### src/rtl/motor_pkg.sv
// Shared types and constants for the stepper move controller.
package motor_pkg;

    typedef enum logic [1:0] {
        S_IDLE = 2'd0,
        S_RUN  = 2'd1,
        S_HOLD = 2'd2
    } state_t;

    // One-hot coil patterns, phase A first in the forward direction.
    localparam logic [3:0] FASE_A   = 4'b1000;
    localparam logic [3:0] FASE_B   = 4'b0100;
    localparam logic [3:0] FASE_C   = 4'b0010;
    localparam logic [3:0] FASE_D   = 4'b0001;
    localparam logic [3:0] COIL_OFF = 4'b0000;

    // Phase index to coil pattern.
    function automatic logic [3:0] idx_to_coil(input logic [1:0] idx);
        logic [3:0] pattern;
        case (idx)
            2'd0:    pattern = FASE_A;
            2'd1:    pattern = FASE_B;
            2'd2:    pattern = FASE_C;
            default: pattern = FASE_D;
        endcase
        return pattern;
    endfunction

endpackage

### src/rtl/fase_motor.sv
// Phase sequencer: keeps the 2-bit phase index across moves and decodes
// the coil drive from it. Coils are dark whenever energize is low.
module fase_motor
    import motor_pkg::*;
(
    input  logic       clk,
    input  logic       rst,
    input  logic       step,
    input  logic       dir,
    input  logic       energize,
    output logic [1:0] idx,
    output logic [3:0] coil
);

    // Advance or retreat one phase per step strobe, wrapping mod 4.
    always_ff @(posedge clk or negedge rst) begin
        if (!rst) begin
            idx <= 2'd0;
        end else if (step) begin
            idx <= dir ? (idx + 2'd1) : (idx - 2'd1);
        end
    end

    // Coil drive decoded only from registers (index and energize flag).
    assign coil = energize ? idx_to_coil(idx) : COIL_OFF;

endmodule

### src/rtl/controlador_motor.sv
// Move controller for a 4-coil unipolar stepper.
// Handshake: a command transfers on a rising edge where cmd_valid and
// cmd_ready are both high; cmd_ready is high only in IDLE, and cmd_* are
// ignored at all other times.
module controlador_motor
    import motor_pkg::*;
#(
    parameter int CNT_W    = 16,
    parameter int DIV_W    = 16,
    parameter int HOLD_CYC = 4
) (
    input  logic             clk,
    input  logic             rst,
    input  logic             cmd_valid,
    output logic             cmd_ready,
    input  logic             cmd_dir,
    input  logic [CNT_W-1:0] cmd_steps,
    input  logic [DIV_W-1:0] cmd_period,
    input  logic             abort,
    output logic             busy,
    output logic             done,
    output logic             aborted,
    output logic [CNT_W-1:0] steps_left,
    output logic [3:0]       coil,
    output state_t           dbg_state
);

    localparam int HOLD_W = (HOLD_CYC > 1) ? $clog2(HOLD_CYC) : 1;

    state_t             state;
    logic               dir_q;
    logic [DIV_W-1:0]   period_m1;
    logic [DIV_W-1:0]   timer;
    logic [HOLD_W-1:0]  hold_cnt;
    logic [DIV_W-1:0]   period_eff;
    logic               strobe;
    logic               energize;
    logic [1:0]         idx;

    // A zero period behaves as one cycle per step.
    assign period_eff = (cmd_period == '0) ? DIV_W'(1) : cmd_period;

    // Step strobe fires when the timer expires in RUN; an abort in the
    // same cycle swallows it so the phase does not move.
    assign strobe   = (state == S_RUN) && (timer == '0) && !abort;
    assign energize = (state != S_IDLE);

    assign cmd_ready = (state == S_IDLE);
    assign busy      = (state != S_IDLE);
    assign dbg_state = state;

    // Move FSM with period timer, step counter and hold counter.
    always_ff @(posedge clk or negedge rst) begin
        if (!rst) begin
            state      <= S_IDLE;
            dir_q      <= 1'b0;
            period_m1  <= '0;
            timer      <= '0;
            steps_left <= '0;
            hold_cnt   <= '0;
            done       <= 1'b0;
            aborted    <= 1'b0;
        end else begin
            done    <= 1'b0;
            aborted <= 1'b0;
            case (state)
                S_IDLE: begin
                    if (cmd_valid) begin
                        dir_q      <= cmd_dir;
                        period_m1  <= period_eff - DIV_W'(1);
                        timer      <= period_eff - DIV_W'(1);
                        steps_left <= cmd_steps;
                        if (cmd_steps == '0) begin
                            done <= 1'b1;
                        end else begin
                            state <= S_RUN;
                        end
                    end
                end
                S_RUN: begin
                    if (abort) begin
                        state   <= S_IDLE;
                        done    <= 1'b1;
                        aborted <= 1'b1;
                    end else if (timer == '0) begin
                        timer      <= period_m1;
                        steps_left <= steps_left - CNT_W'(1);
                        if (steps_left == CNT_W'(1)) begin
                            state    <= S_HOLD;
                            hold_cnt <= HOLD_W'(HOLD_CYC - 1);
                        end
                    end else begin
                        timer <= timer - DIV_W'(1);
                    end
                end
                S_HOLD: begin
                    if (abort) begin
                        state   <= S_IDLE;
                        done    <= 1'b1;
                        aborted <= 1'b1;
                    end else if (hold_cnt == '0) begin
                        state <= S_IDLE;
                        done  <= 1'b1;
                    end else begin
                        hold_cnt <= hold_cnt - HOLD_W'(1);
                    end
                end
                default: state <= S_IDLE;
            endcase
        end
    end

    fase_motor u_fase (
        .clk      (clk),
        .rst      (rst),
        .step     (strobe),
        .dir      (dir_q),
        .energize (energize),
        .idx      (idx),
        .coil     (coil)
    );

endmodule

### config.mk
export PLATFORM = sky130hd
export DESIGN_NAME = controlador_motor
export DESIGN_NICKNAME = d
export VERILOG_FILES = /design/src/rtl/motor_pkg.sv /design/src/rtl/fase_motor.sv /design/src/rtl/controlador_motor.sv
export SDC_FILE = /design/constraint.sdc
export NUM_CORES = 1
export LEC_CHECK = 0
export CAP_MARGIN = 10
export CORE_ASPECT_RATIO = 1.4
export CORE_MARGIN = 4
export CORE_UTILIZATION = 26
export DETAILED_ROUTE_END_ITERATION = 6
export PLACE_DENSITY = 0.54
export SYNTH_ARGS = -nofsm -noshare
export SYNTH_HDL_FRONTEND = slang
export SYNTH_HIERARCHICAL = 1
export SYNTH_SLANG_ARGS = --single-unit
### constraint.sdc
create_clock -name clk -period 4.25 [get_ports clk]
set_input_delay 1.0625 -clock clk [delete_from_list [all_inputs] [get_ports clk]]
set_output_delay 1.0625 -clock clk [all_outputs]
set_load 0.005 [all_outputs]
### After elaboration in Yosys (flattened, before gate mapping)

Cells that the tools add are included.
Widths: inputs -> output; s select.

* output and inout port bits: 26
* input bits: 37
* logic and storage cells: 81
* flip-flop bits (word level): 57

* muxes and demuxes: 33
* reductions and logical operators: 18
* add/sub/neg operators: 6
* equality and inequality tests: 15

Operators by type and width (number)
* $mux 16: 7
* $pmux 16 s2: 2
* $logic_not 16->1: 3
* $sub 16x1->16 const B: 3
* $mux 2: 13
* $eq 16x1->1 const B: 1
* $pmux 4 s3: 1
* $ne 2x2->1 const B: 5
* $logic_not 2->1: 3
* $mux 1: 6
* $ne 3x2->1 const B: 2
* $pmux 2 s3: 1
* $reduce_and 6->1: 1
* $reduce_bool 2->1: 3
* $reduce_and 5->1: 1
* $eq 2x1->1 const B: 2
* $eq 2x2->1 const B: 2
* $mux 4: 1
* $ne 2x1->1 const B: 2
* $pmux 2 s2: 1
* $reduce_and 4->1: 1
* $sub 2x1->2 const B: 2
* $ne 3x3->1 const B: 1
* $pmux 1 s3: 1
* 6 further kinds: 7

### Depth between registers and ports, before layout

Gate-level depths: netlist of run 1.

* depth in word-level cells: 5
* depth in mapped cells: 10
* mapped depth without buffers: 9

### Cells and area by module

The synthesis of run 1 kept the hierarchy.

By module, submodules not included
* controlador_motor: cells each 425, area an instance 3696.0 um^2, sequential area each 1376.3 um^2, times used 1
* fase_motor: cells each 15, area an instance 160.2 um^2, sequential area each 50.0 um^2, times used 1

### Least setup slack after synthesis of run 1

OpenSTA, ideal clock, no wires.

* path kind: input-to-reg
* from: input cmd_period[7]
* to: register timer[12]
* setup slack: 757 ps
* path buffers: 1
* arrival time: 3372 ps
* cell stages on the path: 10
* data required time: 4129 ps
* library setup time: 121 ps
* cell sequence: or4_1 nor3_1 a21oi_1 ha_1 or3b_2 clkbuf_1 nor4_1 xnor2_1 o21ai_0 o22a_1

* longest elaborated chain between the ends: 5

RTL lines
* start, declared: RTL line controlador_motor.sv:18 `input logic [DIV_W-1:0] cmd_period,`
* $logic_not 16->1: RTL line controlador_motor.sv:41 `assign period_eff = (cmd_period == '0) ? DIV_W'(1) : cmd_period;`
* $mux 16 (*): RTL line controlador_motor.sv:41
* $sub 16x1->16 (*): RTL line controlador_motor.sv:71 `timer <= period_eff - DIV_W'(1);`
* $mux 16 (*): RTL line controlador_motor.sv:68 `if (cmd_valid) begin`
* $pmux 16 s2 (*): RTL line controlador_motor.sv:66 `case (state)`
* end signal, assigned: RTL line controlador_motor.sv:71
* end signal, assigned: RTL line controlador_motor.sv:86 `timer <= period_m1;`
* end signal, assigned: RTL line controlador_motor.sv:93 `timer <= timer - DIV_W'(1);`
* end, declared: RTL line controlador_motor.sv:33 `logic [DIV_W-1:0] timer;`

Mark *: on every way between the ends. The rest lies on a longest branch, timed or not. The select of a mux whose other input is x is not followed.
A chain may end at the register's enable or synchronous reset.

### Worst setup path in the final report of run 1

* from: input cmd_period[9]
* to: register timer[12]

The elaborated chain is that of the path after synthesis.

==> results of run 1 <==
placed cells by master (no fill, tap or decap), types with 10 or more instances in the layout:
cell type | netlist | layout
a21oi_1 | 25 | 25
clkdlybuf4s50_1 | 0 | 61
dfrtp_1 | 57 | 57
ha_1 | 14 | 14
inv_1 | 16 | 16
mux2i_1 | 13 | 13
nand2_1 | 39 | 39
nand3_1 | 18 | 18
nor2_1 | 29 | 29
nor3_1 | 15 | 15
nor4_1 | 12 | 12
o21ai_0 | 30 | 30
o22ai_1 | 10 | 10
or3_1 | 13 | 13
or4_1 | 10 | 10
xnor2_1 | 11 | 11
metrics by stage:
stage	instances	setup slack [ns]	total power, W	utilization (%)
global route	689	0.563	0.00342	34.2
detailed placement	673	0.373	0.00248	32.2
finish	689	0.736	0.00316	34.2
CTS	689	0.718	0.00319	34.2
floorplan	440	0.757	0.00190	-
global placement	673	0.489	0.00243	32.2
layout make-up:
| cell class | count | share of cell area [%] |
|---|---|---|
| flip-flops and latches | 57 | 28.8 |
| clock inverters | 2 | 0.202 |
| multi-input cells | 341 | 45.7 |
| repair buffers | 70 | 13.6 |
| inverters | 16 | 1.21 |
| clock buffers | 14 | 5.73 |
| well taps | 189 | 4.77 |
worst max path at each step:
stage          slack (ns)  cells past startpoint         to
2_1_floorplan        0.76                     10  timer[12]
3_3_place_gp         0.49                     10  timer[12]
3_5_place_dp         0.37                     10  timer[12]
4_1_cts              0.72                     10  timer[12]
5_1_grt              0.56                     10  timer[12]
6_report             0.74                     10  timer[12]
critical path, stage by stage:
cell             delay (ns)
clkdlybuf4s50_1        0.48
or4_1                  0.62
nor4_1                 0.31
a21oi_1                0.18
ha_1                   0.25
or3b_2                 0.28
nor4_1                 0.08
xnor2_1                0.19
o21ai_0                0.10
o22a_1                 0.18
flip-flops by register name, indices dropped and copies added, names as in the netlist:
signal and cells:
hold_cnt 2, timer 16, aborted 1, dbg_state 2, u_fase/idx 2, period_m1 16, dir_q 1, steps_left 16
done 1
cell families after synthesis:
kind of cell,after synthesis,synth area share [%]
AOI/OAI and AO/OA,117,19.6
and+or+nand+nor,171,24.7
adders and majority gates,14,4.54
muxes,19,5.13
xor gates and xnor gates,20,4.54
buffers and inverters,42,4.54
DFF,57,37.0
metal layers:
metal  track usage, %  vias to the layer above
li1                 -                     1747
met1             16.2                     1770
met2             24.3                      110
met3             3.02                       22
met4             5.52                        0
met5                0                        -
report_power, final:
part | switching (W) | internal (W)
registers | 0.000293 | 0.000790
logic | 0.000741 | 0.000638
clock network | 0.000247 | 0.000456
==> impl_metrics.json, run 1 <==
{
  "status": "finished clean",
  "vias_per_cell": 5.30,
  "yosysTopAreaCellShare_pct": 37.0,
  "relSlewSlack_pct": 29.2,
  "cts_buffer_depth": 2,
  "worst_setup_path_end_kind": "flop",
  "insertion_delay_ns": 0.33,
  "yosysMostFrequentCell": "dfrtp_1",
  "diodes": 0,
  "min_period_ns": 3.51,
  "fin_area_sq_um": 4960,
  "grt_usage_pct": 13.8,
  "top_layer_used": "met4",
  "io_pins": 63,
  "worst_pin_slew_ns": 1.06,
  "hold_buffers": 0,
  "min_path_cells": 2,
  "worstReg2RegStart": "timer[2]",
  "post_drt_wl_per_cell_um": 16.8,
  "yosysSeqAreaShare_pct": 37.0,
  "ir_worst_vdd_mv": 0.180,
  "ys_seq_elements": 57,
  "yosys.area.top_type": "dfrtp_1",
  "drt-pass1-iter-count": 4,
  "drc": 0,
  "syn_avg_cell_area_sq_um": 8.76,
  "synth_ff_type": "dfrtp_1",
  "cts_resized": 0,
  "area_growth_pct": 28.6,
  "initial_core_util_pct": 26.6,
  "drt_iter0_markers": 169,
  "syn_nets": 491,
  "met3_length_um": 554,
  "clock_skew_ns": 0.00581,
  "worst_ep_required_time_ns": 4.46,
  "wl_um": 11600,
  "cts-buffers-inserted": 9,
  "hpwlAfterDp_um": 8370,
  "wl_met2_um": 5900,
  "hold_path_class": "flop to flop",
  "grt_antenna_before_repair": 0,
  "maxCapViolCount": 0,
  "synthCells": 440,
  "yosys_warnings": 6,
  "grt_pass1_vias": 3742,
  "critical_path_class": "primary input to flop",
  "leakagePower_nw": 1.94,
  "final_nets": 546,
  "die_x_um": 111,
  "die_y_um": 152,
  "reg2reg_depth": 5,
  "r2r-end": "dbg_state[1]",
  "fmax_mhz": 285,
  "synthArstFlopShare_pct": 100,
  "register_area_sq_um": 1430,
  "synth_edf_count": 0,
  "grt_pass1_wl_um": 19200,
  "port-buffer-count": 62,
  "final-setup-viol-count": 0,
  "finalSetupTns_ns": 0,
  "crit_path_max_fanout": 6,
  "synthTopCellsByArea": "dfrtp_1 37%, ha_1 4.5%, o21ai_0 3.9%, nand2_1 3.8%, mux2i_1 3.4%",
  "netlist_area_sq_um": 3860,
  "ant_nets": 0,
  "fin_crit_sh_pct": 82.7,
  "rsz0062_at_grt": "no",
  "num_rows": 52,
  "cts_tree": "yes",
  "dr_total_vias": 3649,
  "worstSetupStartpointType": "primary input",
  "whs_endpoint": "period_m1[12]",
  "grt_start_max_net_pins": 39,
  "synth_common_cells": "57 x dfrtp_1, 39 x nand2_1, 30 x o21ai_0",
  "drive_gt1_share_pct": 7.20,
  "wl_met1_um": 4870,
  "hold_viol_final": 0,
  "core_area_sq_um": 14500,
  "gp_congestion": 0.808,
  "die_area_sq_um": 16900,
  "cts_setup_buffers": 0,
  "cts_root_buf": "clkbuf_16",
  "cp-startpoint": "cmd_period[9]",
  "overflow": 0,
  "path_clk_slew_ns": 0.05,
  "slew_violations": 0,
  "cts.sinks": 57,
  "crit_arrival_ns": 3.72,
  "whs_ns": 0.473,
  "fillers": 1496,
  "multiInputGateArea_sq_um": 2270,
  "min_from": "period_m1[12]",
  "h-tree-depth": 3,
  "r2r_slack_ns": 1.43,
  "synth.lib_cells_used.distinct": 57,
  "postPlaceCellArea_sq_um": 4670,
  "p_per_area_nw_per_um2": 638
}
(Power assumes the default switching activity.)
==> inputs of run 2 (changes only) <==
PLACE_DENSITY = 0.55   (was 0.54)
clock period = 2.9 ns   (was 4.25 ns; I/O delays follow)
==> impl_metrics.json, run 2 (same netlist as run 1, synthesis figures left out) <==
{
  "status": "finished clean",
  "die_area_sq_um": 16900,
  "overflow": 0,
  "drc": 0,
  "maxCapViolCount": 0,
  "post_drt_wl_per_cell_um": 15.9,
  "grt_start_max_net_pins": 31,
  "io_pins": 63,
  "ant_nets": 0,
  "die_y_um": 152,
  "cts-buffers-inserted": 9,
  "cts_root_buf": "clkbuf_16",
  "diodes": 0,
  "area_growth_pct": 38.4,
  "worst_ep_required_time_ns": 3.11,
  "final_common_cell": "clkdlybuf4s50_1",
  "p_per_area_nw_per_um2": 902,
  "drive_gt1_share_pct": 15.5,
  "min_period_ns": 2.77,
  "clock_skew_ns": 0.00684,
  "crit_arrival_ns": 2.98,
  "grt_usage_pct": 14.1,
  "hold_viol_final": 0,
  "layout_setup_ws_ns": 0.130,
  "cts.sinks": 57,
  "fin_crit_sh_pct": 95.5,
  "fin_cells": 724,
  "cts_buffer_depth": 2,
  "num_rows": 52,
  "hold_buffers": 0,
  "grt_antenna_before_repair": 0,
  "ir_worst_vdd_mv": 0.333,
  "cp-startpoint": "cmd_period[7]",
  "worst_pin_slew_ns": 0.748,
  "drt-pass1-iter-count": 4,
  "initial_core_util_pct": 26.6,
  "wl_um": 11500,
  "dp_slack_ns": -0.314,
  "insertion_delay_ns": 0.33,
  "worstSetupStartpointType": "primary input",
  "port-buffer-count": 62,
  "drt_iter0_markers": 159,
  "hold_path_class": "primary input to async pin",
  "path_clk_slew_ns": 0.05,
  "final_nets": 581,
  "die_x_um": 111,
  "final_util_pct": 36.8,
  "vias_per_cell": 5.14,
  "place_inst": 707,
  "finalSetupTns_ns": 0,
  "grt_pass1_wl_um": 19500,
  "final_cell_mix": "58 x clkdlybuf4s50_1, 57 x dfrtp_1, 42 x buf_4",
  "worstReg2RegStart": "timer[1]",
  "h-tree-depth": 3,
  "hpwlAfterDp_um": 8660,
  "rsz0062_at_grt": "no",
  "critical_path_class": "primary input to flop",
  "relSlewSlack_pct": 50.1,
  "leakagePower_nw": 2.16,
  "whs_ns": 0.457,
  "grt_pass1_vias": 3815,
  "top_regs": "period_m1 x16, steps_left x16, timer x16",
  "worst_setup_path_end_kind": "flop",
  "cts_tree": "yes",
  "dr_total_vias": 3721,
  "crit_path_max_fanout": 6,
  "gp_congestion": 0.831,
  "final-setup-viol-count": 0,
  "core_area_sq_um": 14500,
  "slew_violations": 0,
  "fmax_mhz": 361
}
==> run 2: changes by cell type in the layout (fill, tap and decap cells not counted), sizes merged <==
| cell | previous run | this run |
|---|---|---|
| clkbuf | 14 | 12 |
| clkinvlp | 0 | 2 |
| buf | 9 | 44 |
| dlymetal6s2s | 0 | 3 |
| clkinv | 2 | 1 |
| bufinv | 0 | 1 |
| clkdlybuf4s50 | 61 | 58 |
==> run 2: final cells by class <==
class                   instances  area (sq um)
flip-flops and latches         57          1430
repair buffers                105           958
multi-input cells             341          2340
clock buffers                  12           267
inverters                      16          60.1
well taps                     189           236
clock inverters                 4          50.0
fillers                      1489          9170
==> run 2: repair_timing <==
action | 4_1_cts | 5_1_grt
endpoints found under the setup margin | 0 | 7
buffers inserted | 0 | 1
gates resized for setup | 0 | 14
==> run 2: power breakdown <==
group          internal [W]  total, W  leakage (nW)  switching [W]
combinational       0.00103   0.00214          1.34        0.00111
clock              0.000733   0.00111         0.151       0.000377
sequential          0.00116   0.00157         0.675       0.000409
total               0.00292   0.00481          2.16        0.00189
==> run 2: stage by stage <==
| stage | power [W] | area, sq um |
|---|---|---|
| after floorplan | 0.00279 | 3880 |
| after global placement | 0.00367 | 4960 |
| after detailed placement | 0.00372 | 4960 |
| after CTS | 0.00485 | 5280 |
| after global routing | 0.00521 | 5340 |
| final | 0.00481 | 5340 |
==> run 2: path summary, 6_finish.rpt <==
path,end,slack (ns),cells after the start
max in group asynchronous,period_m1[10],1.82,2
max reg2reg,steps_left[5],0.28,7
max,timer[6],0.13,10
min in group clk,period_m1[4],0.48,2
min reg2reg,period_m1[4],0.48,2
min,done,0.46,1
==> run 2: routing by layer <==
layer	part of all wire (%)	up-vias	global-route usage (%)
li1	-	1830	-
met1	43	1793	16.9
met2	52	81	24.7
met3	3.3	17	2.83
met4	2.0	0	5.22
met5	0	-	0
==> run 2: critical path, stage by stage <==
cell             delay, ns
clkdlybuf4s50_1       0.42
or4_4                 0.56
nor3_4                0.20
a21oi_2               0.09
ha_2                  0.19
or3b_4                0.30
nor3_2                0.06
xnor2_1               0.18
o21ai_1               0.09
o22a_1                0.18
==> inputs of run 3 (changes only) <==
CTS_CLUSTER_DIAMETER = 200   (was not set)
==> results of run 3 <==
Same layout as run 2: the final DEF is identical, and so are final timing and power.
